==> config.mk <==
export PLATFORM = sky130hd
export DESIGN_NAME = mem_access_unit
export DESIGN_NICKNAME = d
export VERILOG_FILES = /design/src/rtl/mem_access_unit.sv
export SDC_FILE = /design/constraint.sdc
export NUM_CORES = 1
export LEC_CHECK = 0
export BUFFER_PORTS_ARGS = -buffer_cell sky130_fd_sc_hd__buf_4
export CAP_MARGIN = 25
export CORE_MARGIN = 4
export CORE_UTILIZATION = 35
export CTS_CLUSTER_DIAMETER = 30
export DETAILED_ROUTE_END_ITERATION = 6
export HOLD_SLACK_MARGIN = 0.15
export PLACE_DENSITY_LB_ADDON = 0.05
export SYNTH_ARGS = -nofsm -noshare
export SYNTH_HDL_FRONTEND = slang
export SYNTH_SLANG_ARGS = --single-unit
export TNS_END_PERCENT = 100
==> constraint.sdc <==
create_clock -name clk -period 7.5 [get_ports clk]
set_input_delay 1.5 -clock clk [delete_from_list [all_inputs] [get_ports clk]]
set_output_delay 1.5 -clock clk [all_outputs]
set_load 0.005 [all_outputs]
==> src/rtl/mem_access_unit.sv <==
// mem_access_unit: load/store sequencer between the core memory stage and a
// word-organised data RAM. Word-crossing loads become two word reads,
// misaligned stores become byte stores, and load data is extracted and extended.
//
// Ports:
//   clk, reset                 clock, synchronous active-high reset
//   req_valid/req_ready        request handshake (ready only while idle)
//   req_we, req_funct3         store/load select and RV32 width/sign code
//   req_addr, req_wdata        byte address, low-aligned store data
//   resp_valid                 one-cycle completion pulse
//   resp_rdata, resp_err       extended load data / error flag, held between responses
//   ram_we, ram_funct3         RAM write enable and lane select (SB/SH/SW)
//   ram_addr, ram_wdata        RAM byte address and low-aligned write data
//   ram_rdata                  RAM combinational read of word ram_addr[31:2]
module mem_access_unit #(
  parameter int unsigned ALLOW_MISALIGNED = 1
) (
  input  logic        clk,
  input  logic        reset,
  input  logic        req_valid,
  output logic        req_ready,
  input  logic        req_we,
  input  logic [2:0]  req_funct3,
  input  logic [31:0] req_addr,
  input  logic [31:0] req_wdata,
  output logic        resp_valid,
  output logic [31:0] resp_rdata,
  output logic        resp_err,
  output logic        ram_we,
  output logic [2:0]  ram_funct3,
  output logic [31:0] ram_addr,
  output logic [31:0] ram_wdata,
  input  logic [31:0] ram_rdata
);

  localparam int unsigned DW = 32;

  localparam logic [2:0] F3_B  = 3'b000;
  localparam logic [2:0] F3_H  = 3'b001;
  localparam logic [2:0] F3_W  = 3'b010;
  localparam logic [2:0] F3_BU = 3'b100;
  localparam logic [2:0] F3_HU = 3'b101;

  typedef enum logic [2:0] {
    S_IDLE,
    S_ACCESS,
    S_LOAD_HI,
    S_STORE_BYTE,
    S_RESP,
    S_ERR
  } state_t;

  state_t        state;
  logic          we_q;
  logic          cross_q;
  logic [2:0]    f3_q;
  logic [DW-1:0] addr_q;
  logic [DW-1:0] wdata_q;
  logic [DW-1:0] lo_q;
  logic [1:0]    k_q;
  logic          ram_we_q;

  logic          req_f3_ok;
  logic          req_mis;
  logic [DW-1:0] lo_shift;
  logic [DW-1:0] pair_shift;
  logic [1:0]    k_next;
  logic [1:0]    k_last;
  logic [7:0]    byte_next;

  // Sign/zero extension of the low-aligned load value.
  function automatic logic [DW-1:0] extend(input logic [2:0] f3, input logic [DW-1:0] d);
    case (f3)
      F3_B:    extend = {{24{d[7]}}, d[7:0]};
      F3_H:    extend = {{16{d[15]}}, d[15:0]};
      F3_BU:   extend = {24'd0, d[7:0]};
      F3_HU:   extend = {16'd0, d[15:0]};
      default: extend = d;
    endcase
  endfunction

  // Request decode: funct3 legality and misalignment (crossing for loads).
  always_comb begin
    req_f3_ok = 1'b0;
    req_mis   = 1'b0;
    if (req_we) begin
      req_f3_ok = (req_funct3 == F3_B) || (req_funct3 == F3_H) || (req_funct3 == F3_W);
      req_mis   = ((req_funct3 == F3_H) && req_addr[0]) ||
                  ((req_funct3 == F3_W) && (req_addr[1:0] != 2'b00));
    end else begin
      req_f3_ok = (req_funct3 == F3_B) || (req_funct3 == F3_H) || (req_funct3 == F3_W) ||
                  (req_funct3 == F3_BU) || (req_funct3 == F3_HU);
      req_mis   = (((req_funct3 == F3_H) || (req_funct3 == F3_HU)) && (req_addr[1:0] == 2'b11)) ||
                  ((req_funct3 == F3_W) && (req_addr[1:0] != 2'b00));
    end
  end

  // Load alignment shifts and byte-store sequencing helpers.
  assign lo_shift   = ram_rdata >> {addr_q[1:0], 3'b000};
  assign pair_shift = DW'({ram_rdata, lo_q} >> {addr_q[1:0], 3'b000});
  assign k_next     = k_q + 2'd1;
  assign k_last     = (f3_q == F3_H) ? 2'd1 : 2'd3;
  assign byte_next  = 8'(wdata_q >> {k_next, 3'b000});

  // Ready and write enable are both suppressed in any reset cycle.
  assign req_ready = (state == S_IDLE) && !reset;
  assign ram_we    = ram_we_q && !reset;

  // Sequencer: state, latched request and registered RAM/response outputs.
  always_ff @(posedge clk) begin
    if (reset) begin
      state      <= S_IDLE;
      we_q       <= 1'b0;
      cross_q    <= 1'b0;
      f3_q       <= 3'b000;
      addr_q     <= '0;
      wdata_q    <= '0;
      lo_q       <= '0;
      k_q        <= 2'd0;
      resp_valid <= 1'b0;
      resp_err   <= 1'b0;
      resp_rdata <= '0;
      ram_we_q   <= 1'b0;
      ram_funct3 <= F3_W;
      ram_addr   <= '0;
      ram_wdata  <= '0;
    end else begin
      resp_valid <= 1'b0;
      ram_we_q   <= 1'b0;
      ram_funct3 <= F3_W;
      ram_wdata  <= '0;
      case (state)
        S_IDLE: begin
          if (req_valid) begin
            we_q    <= req_we;
            f3_q    <= req_funct3;
            addr_q  <= req_addr;
            wdata_q <= req_wdata;
            cross_q <= req_mis && !req_we;
            if (!req_f3_ok || (req_mis && (ALLOW_MISALIGNED == 0))) begin
              state <= S_ERR;
            end else if (req_mis && req_we) begin
              state      <= S_STORE_BYTE;
              k_q        <= 2'd0;
              ram_we_q   <= 1'b1;
              ram_funct3 <= F3_B;
              ram_addr   <= req_addr;
              ram_wdata  <= {24'd0, req_wdata[7:0]};
            end else begin
              state    <= S_ACCESS;
              ram_addr <= req_addr;
              if (req_we) begin
                ram_we_q   <= 1'b1;
                ram_funct3 <= req_funct3;
                ram_wdata  <= req_wdata;
              end
            end
          end
        end
        S_ACCESS: begin
          if (we_q) begin
            state      <= S_RESP;
            resp_valid <= 1'b1;
            resp_err   <= 1'b0;
            resp_rdata <= '0;
          end else if (cross_q) begin
            state    <= S_LOAD_HI;
            lo_q     <= ram_rdata;
            ram_addr <= {addr_q[31:2], 2'b00} + DW'(4);
          end else begin
            state      <= S_RESP;
            resp_valid <= 1'b1;
            resp_err   <= 1'b0;
            resp_rdata <= extend(f3_q, lo_shift);
          end
        end
        S_LOAD_HI: begin
          state      <= S_RESP;
          resp_valid <= 1'b1;
          resp_err   <= 1'b0;
          resp_rdata <= extend(f3_q, pair_shift);
        end
        S_STORE_BYTE: begin
          if (k_q == k_last) begin
            state      <= S_RESP;
            k_q        <= 2'd0;
            resp_valid <= 1'b1;
            resp_err   <= 1'b0;
            resp_rdata <= '0;
          end else begin
            k_q        <= k_next;
            ram_we_q   <= 1'b1;
            ram_funct3 <= F3_B;
            ram_addr   <= addr_q + DW'(k_next);
            ram_wdata  <= {24'd0, byte_next};
          end
        end
        // Error takes one internal cycle so it reports with the same latency as an access.
        S_ERR: begin
          state      <= S_RESP;
          resp_valid <= 1'b1;
          resp_err   <= 1'b1;
          resp_rdata <= '0;
        end
        S_RESP: begin
          state <= S_IDLE;
        end
        default: begin
          state <= S_IDLE;
        end
      endcase
    end
  end

endmodule

==> results.py, run 1 <==
metrics = {
    "status": {
        "status": "completed",
    },
    "pwr": {
        "p_clk_share_pct": 58.1,
        "peakVddDrop_mv": 0.173,
        "pwr-share-seq_pct": 30.7,
        "power.internal_mw": 3.02,
        "combPwrFrac_pct": 11.2,
        "powerDensity_mw_per_mm2": 279,
        "switchingPower_mw": 1.01,
        "p_sw_share_pct": 25.1,
        "finalPower_mw": 4.03,
        "leakagePower_nw": 5.52,
    },
    "clock_network": {
        "cts_buffers": 51,
        "clk_latency_ns": 0.56,
        "ctsResizeCount": 0,
        "cts_max_level": 2,
        "cts_setup_buffers": 0,
        "cts_hold_buf": 0,
        "clock-sinks": 208,
        "clock_path_buffers": 3,
        "clockRootBuffer": "clkbuf_16",
        "cts.clk_slew.worst_paths_ns": 0.04,
        "tritoncts": "done",
    },
    "worst_setup_path": {
        "ff2ff_setup_slack_ns": 3.97,
        "cp.required_ns": 6.00,
        "crit_chain": "buf_6 -> nor2_1 -> buf_4",
        "end_kind": "primary output",
        "crit_fanout": 111,
        "arrival_ns": 2.44,
        "critPathMaxStageDelay_ns": 0.64,
        "path_class": "input pin to primary output",
        "cpMaxStageDelayCell": "buf_6",
        "startpoint_type": "input pin",
    },
    "grt": {
        "grt_pass1_wl_microns": 56900,
        "grt-ovfl-total": 0,
        "grt_max_degree": 112,
        "track_usage_pct": 20.8,
        "grt_pass1_vias": 9882,
        "antenna_found_initial": 0,
    },
    "cells_and_area": {
        "final_cell_mix": "nand2_1, buf_4, dfxtp_1, a21oi_1, nor2_1",
        "antennaDiodeCount": 0,
        "mostFrequentLayoutCell": "nand2_1",
        "fin_nets": 1575,
        "area_growth_pct": 32.1,
        "layout-drive-gt1-share_pct": 25.5,
        "final_cell_count_no_fill": 1904,
    },
    "yosys": {
        "synth_cell_types": 81,
        "synth_cells": 1321,
        "synth_edf_count": 0,
        "syn_area_sq_mm": 0.0109,
        "synth_fp_nets": 1428,
        "yosys.area_share.simple_pct": 23.7,
        "synthMuxAreaShare_pct": 10.2,
        "async_reset_ff_share_pct": 0,
        "ys_seq_elements": 208,
        "seq_area_frac_synth_pct": 38.2,
        "synth_top_family_by_area": "simple AND/OR/NAND/NOR gates",
        "syn_avg_cell_area_sq_um": 8.26,
        "synth-xor-area-share_pct": 1.36,
        "synth-main-ff-cell": "dfxtp_1",
        "synth-compound-area-share_pct": 20.5,
        "synth_warnings": 0,
        "synthAdderAreaFrac_pct": 0.527,
    },
    "routing": {
        "via_per_inst": 5.41,
        "drcViolationCount": 0,
        "dr.pass1.iters": 5,
        "wl_per_cell_microns": 19.2,
        "ant_nets": 0,
        "wirelength_microns": 36500,
        "vias": 10300,
        "first_iter_violations": 673,
    },
    "sta": {
        "finalClockSkew_ns": 0.0143,
        "finalCriticalPeriod_ns": 3.94,
        "maxSlewViolCount": 0,
        "setup_viol": 0,
        "tightestPinTransition_ns": 0.994,
        "rsz0062_at_grt": "false",
        "slew_headroom_pct": 33.6,
        "fmax_mhz": 254,
        "post-route-period-util_pct": 52.5,
        "finalHoldViolations": 0,
        "fin_tns_setup_ns": 0,
    },
    "floorplanning": {
        "initial_utilization_pct": 35.6,
        "die_y_microns": 185,
        "coreArea_sq_mm": 0.0307,
        "die_w_microns": 185,
        "rows": 64,
        "die_area_sq_mm": 0.0341,
        "ios": 206,
    },
    "placement": {
        "placed_cells": 1808,
        "gp_congestion": 0.788,
        "dp_hpwl_microns": 25200,
        "portBuffers": 205,
    },
    "hold_path": {
        "hold_class": "register to register",
    },
    "run": {
        "cap_violations": 0,
    },
}
## layer usage
| metal | up-vias | track usage, % | part of all wire [%] |
|---|---|---|---|
| li1 | 5070 | - | - |
| met1 | 4901 | 28.6 | 46 |
| met2 | 280 | 33.0 | 46 |
| met3 | 57 | 4.40 | 5.9 |
| met4 | 0 | 6.00 | 2.0 |
| met5 | - | 0 | 0 |
## metrics by stage
step | util, % | area (sq um) | setup WS [ns] | hold slack (ns)
floorplan | - | 10900 | 3.58 | 0.433
global placement | 40.8 | 12500 | 3.52 | 0.439
detailed placement | 40.8 | 12500 | 3.52 | 0.447
CTS | 46.9 | 14400 | 3.52 | 0.453
global route | 47.0 | 14400 | 3.47 | 0.474
finish | 47.0 | 14400 | 3.56 | 0.449
## final timing paths
kind | startpoint | to | cells past startpoint
worst min register to register | wdata_q[1] | wdata_q[1] | 2
worst max register to register | k_q[0] | ram_addr[28] | 8
worst max-delay path | reset | req_ready | 3
worst min-delay path | wdata_q[1] | wdata_q[1] | 2
## registers in the layout (all words and copies together), names as in the netlist, 2 cells and up
| register | cells |
|---|---|
| f3_q | 3 |
| resp_rdata | 32 |
| state | 3 |
| ram_wdata | 32 |
| addr_q | 32 |
| ram_funct3 | 3 |
| k_q | 2 |
| wdata_q | 32 |
| lo_q | 32 |
| ram_addr | 32 |
## cell type report
class | instances | area, sq um
fill | 3074 | 16300
multi-input combinational | 978 | 6190
sequential | 208 | 4170
timing repair buffer | 218 | 1660
clock buffer | 67 | 1430
tap | 396 | 495
clock inverter | 26 | 434
inverter | 11 | 41.3
## cells by family after synthesis
kind of cell,Yosys count
other cells,1
compound gates,330
buf+inv,135
simple gates,550
fa+ha+maj,4
mux,76
flops,208
xor+xnor,17
## power by group through the flow
| stage | sequential, mW | clock [mW] | combinational [mW] |
|---|---|---|---|
| finish | 1.24 | 2.34 | 0.450 |
| global route | 1.25 | 2.45 | 0.497 |
| CTS | 1.24 | 2.38 | 0.452 |
| detailed placement | 1.26 | 0 | 0.451 |
| global placement | 1.26 | 0 | 0.449 |
| floorplan | 1.23 | 0 | 0.278 |
## synthesized netlist by cell type (4+ instances only)
cell type	n	area (sq um)
nand2_1	266	998
dfxtp_1	208	4160
a21oi_1	132	661
nor2_1	104	390
clkbuf_1	67	251
a211oi_1	52	390
buf_2	41	205
and2_1	33	206
mux2i_1	33	330
o21ai_0	31	155
nor3_1	30	150
mux4_2	27	608
a22oi_1	19	143
a32oi_1	16	140
mux2_2	16	180
nand4_1	16	100
nand3_1	14	70.1
and3_1	11	68.8
inv_1	11	41.3
xor2_1	11	96.3
or2_2	10	62.6
nor4_1	9	56.3
a311oi_1	8	70.1
buf_1	7	26.3
nor2b_1	7	43.8
o2bb2ai_1	7	61.3
a222oi_1	6	60.1
and4_1	6	52.6
buf_4	6	45.0
nand3b_1	6	45.0
or4_1	6	45.0
xnor2_1	6	52.6
o211a_1	5	50.1
or3_1	5	31.3
a21o_1	4	30.0
a31oi_1	4	25.0
nand2b_1	4	25.0
nor3b_1	4	30.0
o211ai_1	4	30.0
## critical path: cells and delay by family
family,cells,cell delay (ns)
AND/OR/NAND/NOR,1,0.11
buffers and inverters,2,0.81
Power figures use the tool's default switching activity.
==> inputs of run 2 (changes only) <==
==> constraint.sdc (replaced) <==
create_clock -name clk -period 3.8 [get_ports clk]
set_input_delay 0.76 -clock clk [delete_from_list [all_inputs] [get_ports clk]]
set_output_delay 0.76 -clock clk [all_outputs]
set_load 0.005 [all_outputs]
==> run 2 against run 1 <==
Against the previous run: the flow now finishes with violations (design-rule violations); final area rose by 1.8%; routed wire length rose by 2.3%; final cell count rose by 1.1%; critical endpoint is now ram_addr[22].
==> results.py, run 2 (synthesized netlist as in run 1, its figures left out) <==
metrics = {
    "routing": {
        "drcViolationCount": 1,
        "wl_met3_microns": 2410,
        "top_layer_used": "met4",
        "met1_length_microns": 16900,
        "wl_per_cell_microns": 19.4,
        "ant_nets": 0,
        "via_per_inst": 5.47,
        "wirelength_microns": 37300,
        "vias": 10500,
        "dr_wl_met2_microns": 17100,
        "first_iter_violations": 714,
        "dr.pass1.iters": 7,
    },
    "clock_network": {
        "clockRootBuffer": "clkbuf_16",
        "clk_latency_ns": 0.57,
        "cts_buffers": 56,
        "cts_max_level": 2,
        "cts_hold_buf": 0,
        "ctsResizeCount": 0,
        "clock-sinks": 208,
        "clock_path_buffers": 3,
        "tritoncts": "done",
        "cts.clk_slew.worst_paths_ns": 0.05,
        "cts_setup_buffers": 0,
    },
    "run": {
        "cap_violations": 0,
    },
    "sta": {
        "setup_viol": 0,
        "maxSlewViolCount": 0,
        "worst_slack_ns": 0.723,
        "finalClockSkew_ns": 0.0261,
        "fmax_mhz": 325,
        "post-route-period-util_pct": 81.0,
        "slew_headroom_pct": 34.5,
        "rsz0062_at_grt": "false",
        "tightestPinTransition_ns": 0.982,
        "fin_tns_setup_ns": 0,
        "finalHoldViolations": 0,
        "finalCriticalPeriod_ns": 3.08,
    },
    "grt": {
        "track_usage_pct": 21.0,
        "grt_pass1_wl_microns": 57300,
        "grt_max_degree": 87,
        "grt_pass1_vias": 10100,
        "antenna_found_initial": 0,
        "grt-ovfl-total": 0,
    },
    "cells_and_area": {
        "post-route-util_pct": 47.8,
        "layout-drive-gt1-share_pct": 26.0,
        "final_cell_count_no_fill": 1924,
        "fin_nets": 1591,
        "antennaDiodeCount": 0,
        "area_growth_pct": 34.5,
        "final_cell_mix": "nand2_1, buf_4, dfxtp_1, a21oi_1, nor2_1",
        "mostFrequentLayoutCell": "nand2_1",
    },
    "worst_setup_path": {
        "cpMaxStageDelayCell": "dfxtp_1",
        "crit_chain": "xor2_1 -> inv_1 -> fa_1 -> nand4b_1 -> or4_1 -> o211a_1 -> nor3_1 -> a211oi_1",
        "cp.required_ns": 4.21,
        "arrival_ns": 3.49,
        "critPathBufInv": 1,
        "critPathMaxStageDelay_ns": 0.73,
        "startpoint_type": "register",
        "crit_fanout": 15,
        "worst_path_dominant_cell_family": "simple AND/OR/NAND/NOR gates",
        "end_kind": "register",
        "path_class": "register to register",
    },
    "floorplanning": {
        "die_w_microns": 185,
        "rows": 64,
        "initial_utilization_pct": 35.6,
        "ios": 206,
        "die_area_sq_mm": 0.0341,
        "die_y_microns": 185,
        "coreArea_sq_mm": 0.0307,
    },
    "pwr": {
        "powerDensity_mw_per_mm2": 570,
        "peakVddDrop_mv": 0.329,
        "leakagePower_nw": 5.67,
        "finalPower_mw": 8.36,
    },
    "status": {
        "violations": "design-rule violations",
        "status": "finished, violations left",
    },
    "placement": {
        "gp_congestion": 0.798,
        "dp_hpwl_microns": 25700,
        "placed_cells": 1822,
        "dp_slack_ns": 0.752,
        "portBuffers": 205,
    },
    "hold_path": {
        "hold_class": "input pin to register",
    },
}
## run 2: cell count changes in the layout (fill, tap and decap cells not counted), moves of 2 or more
cell and delta:
clkinv_2 -2, clkbuf_1 +6, clkbuf_8 +3, clkbuf_16 +5
buf_4 +12, clkinvlp_4 -3
## run 2: layer usage
metal  vias to the layer above  track usage (%)
met1                      5048             28.6
met3                        60             4.48
met4                         0             6.42
li1                       5090                -
met5                         -                0
met2                       317             33.4
## run 2: path summary, 6_finish.rpt
path / from / end / slack [ns] / cells past startpoint
min reg2reg: wdata_q[1] / wdata_q[1] / 0.45 / 2
max: k_q[1] / ram_addr[22] / 0.72 / 8
min: req_wdata[14] / ram_wdata[14] / 0.39 / 2
max reg2reg: k_q[1] / ram_addr[22] / 0.72 / 8
## run 2: final cells by class
type / count / area [sq um]
multi-input cells: 978 / 6170
flip-flops and latches: 208 / 4170
clock buffers: 81 / 1620
clock inverters: 21 / 433
well taps: 396 / 495
repair buffers: 229 / 1750
fillers: 3025 / 16000
inverters: 11 / 41.3
## run 2: through the flow
step | hold slack [ns] | instance area (sq um)
after floorplan | 0.433 | 10900
after global placement | 0.439 | 12600
after detailed placement | 0.447 | 12600
after CTS | 0.362 | 14700
after global routing | 0.374 | 14700
final | 0.392 | 14700
## run 2: report_power, final
part	internal, mW	switching (mW)	leakage, nW	total (mW)
Sequential	2.32	0.125	1.70	2.44
Clock	3.60	1.42	0.995	5.02
Combinational	0.399	0.501	2.97	0.900
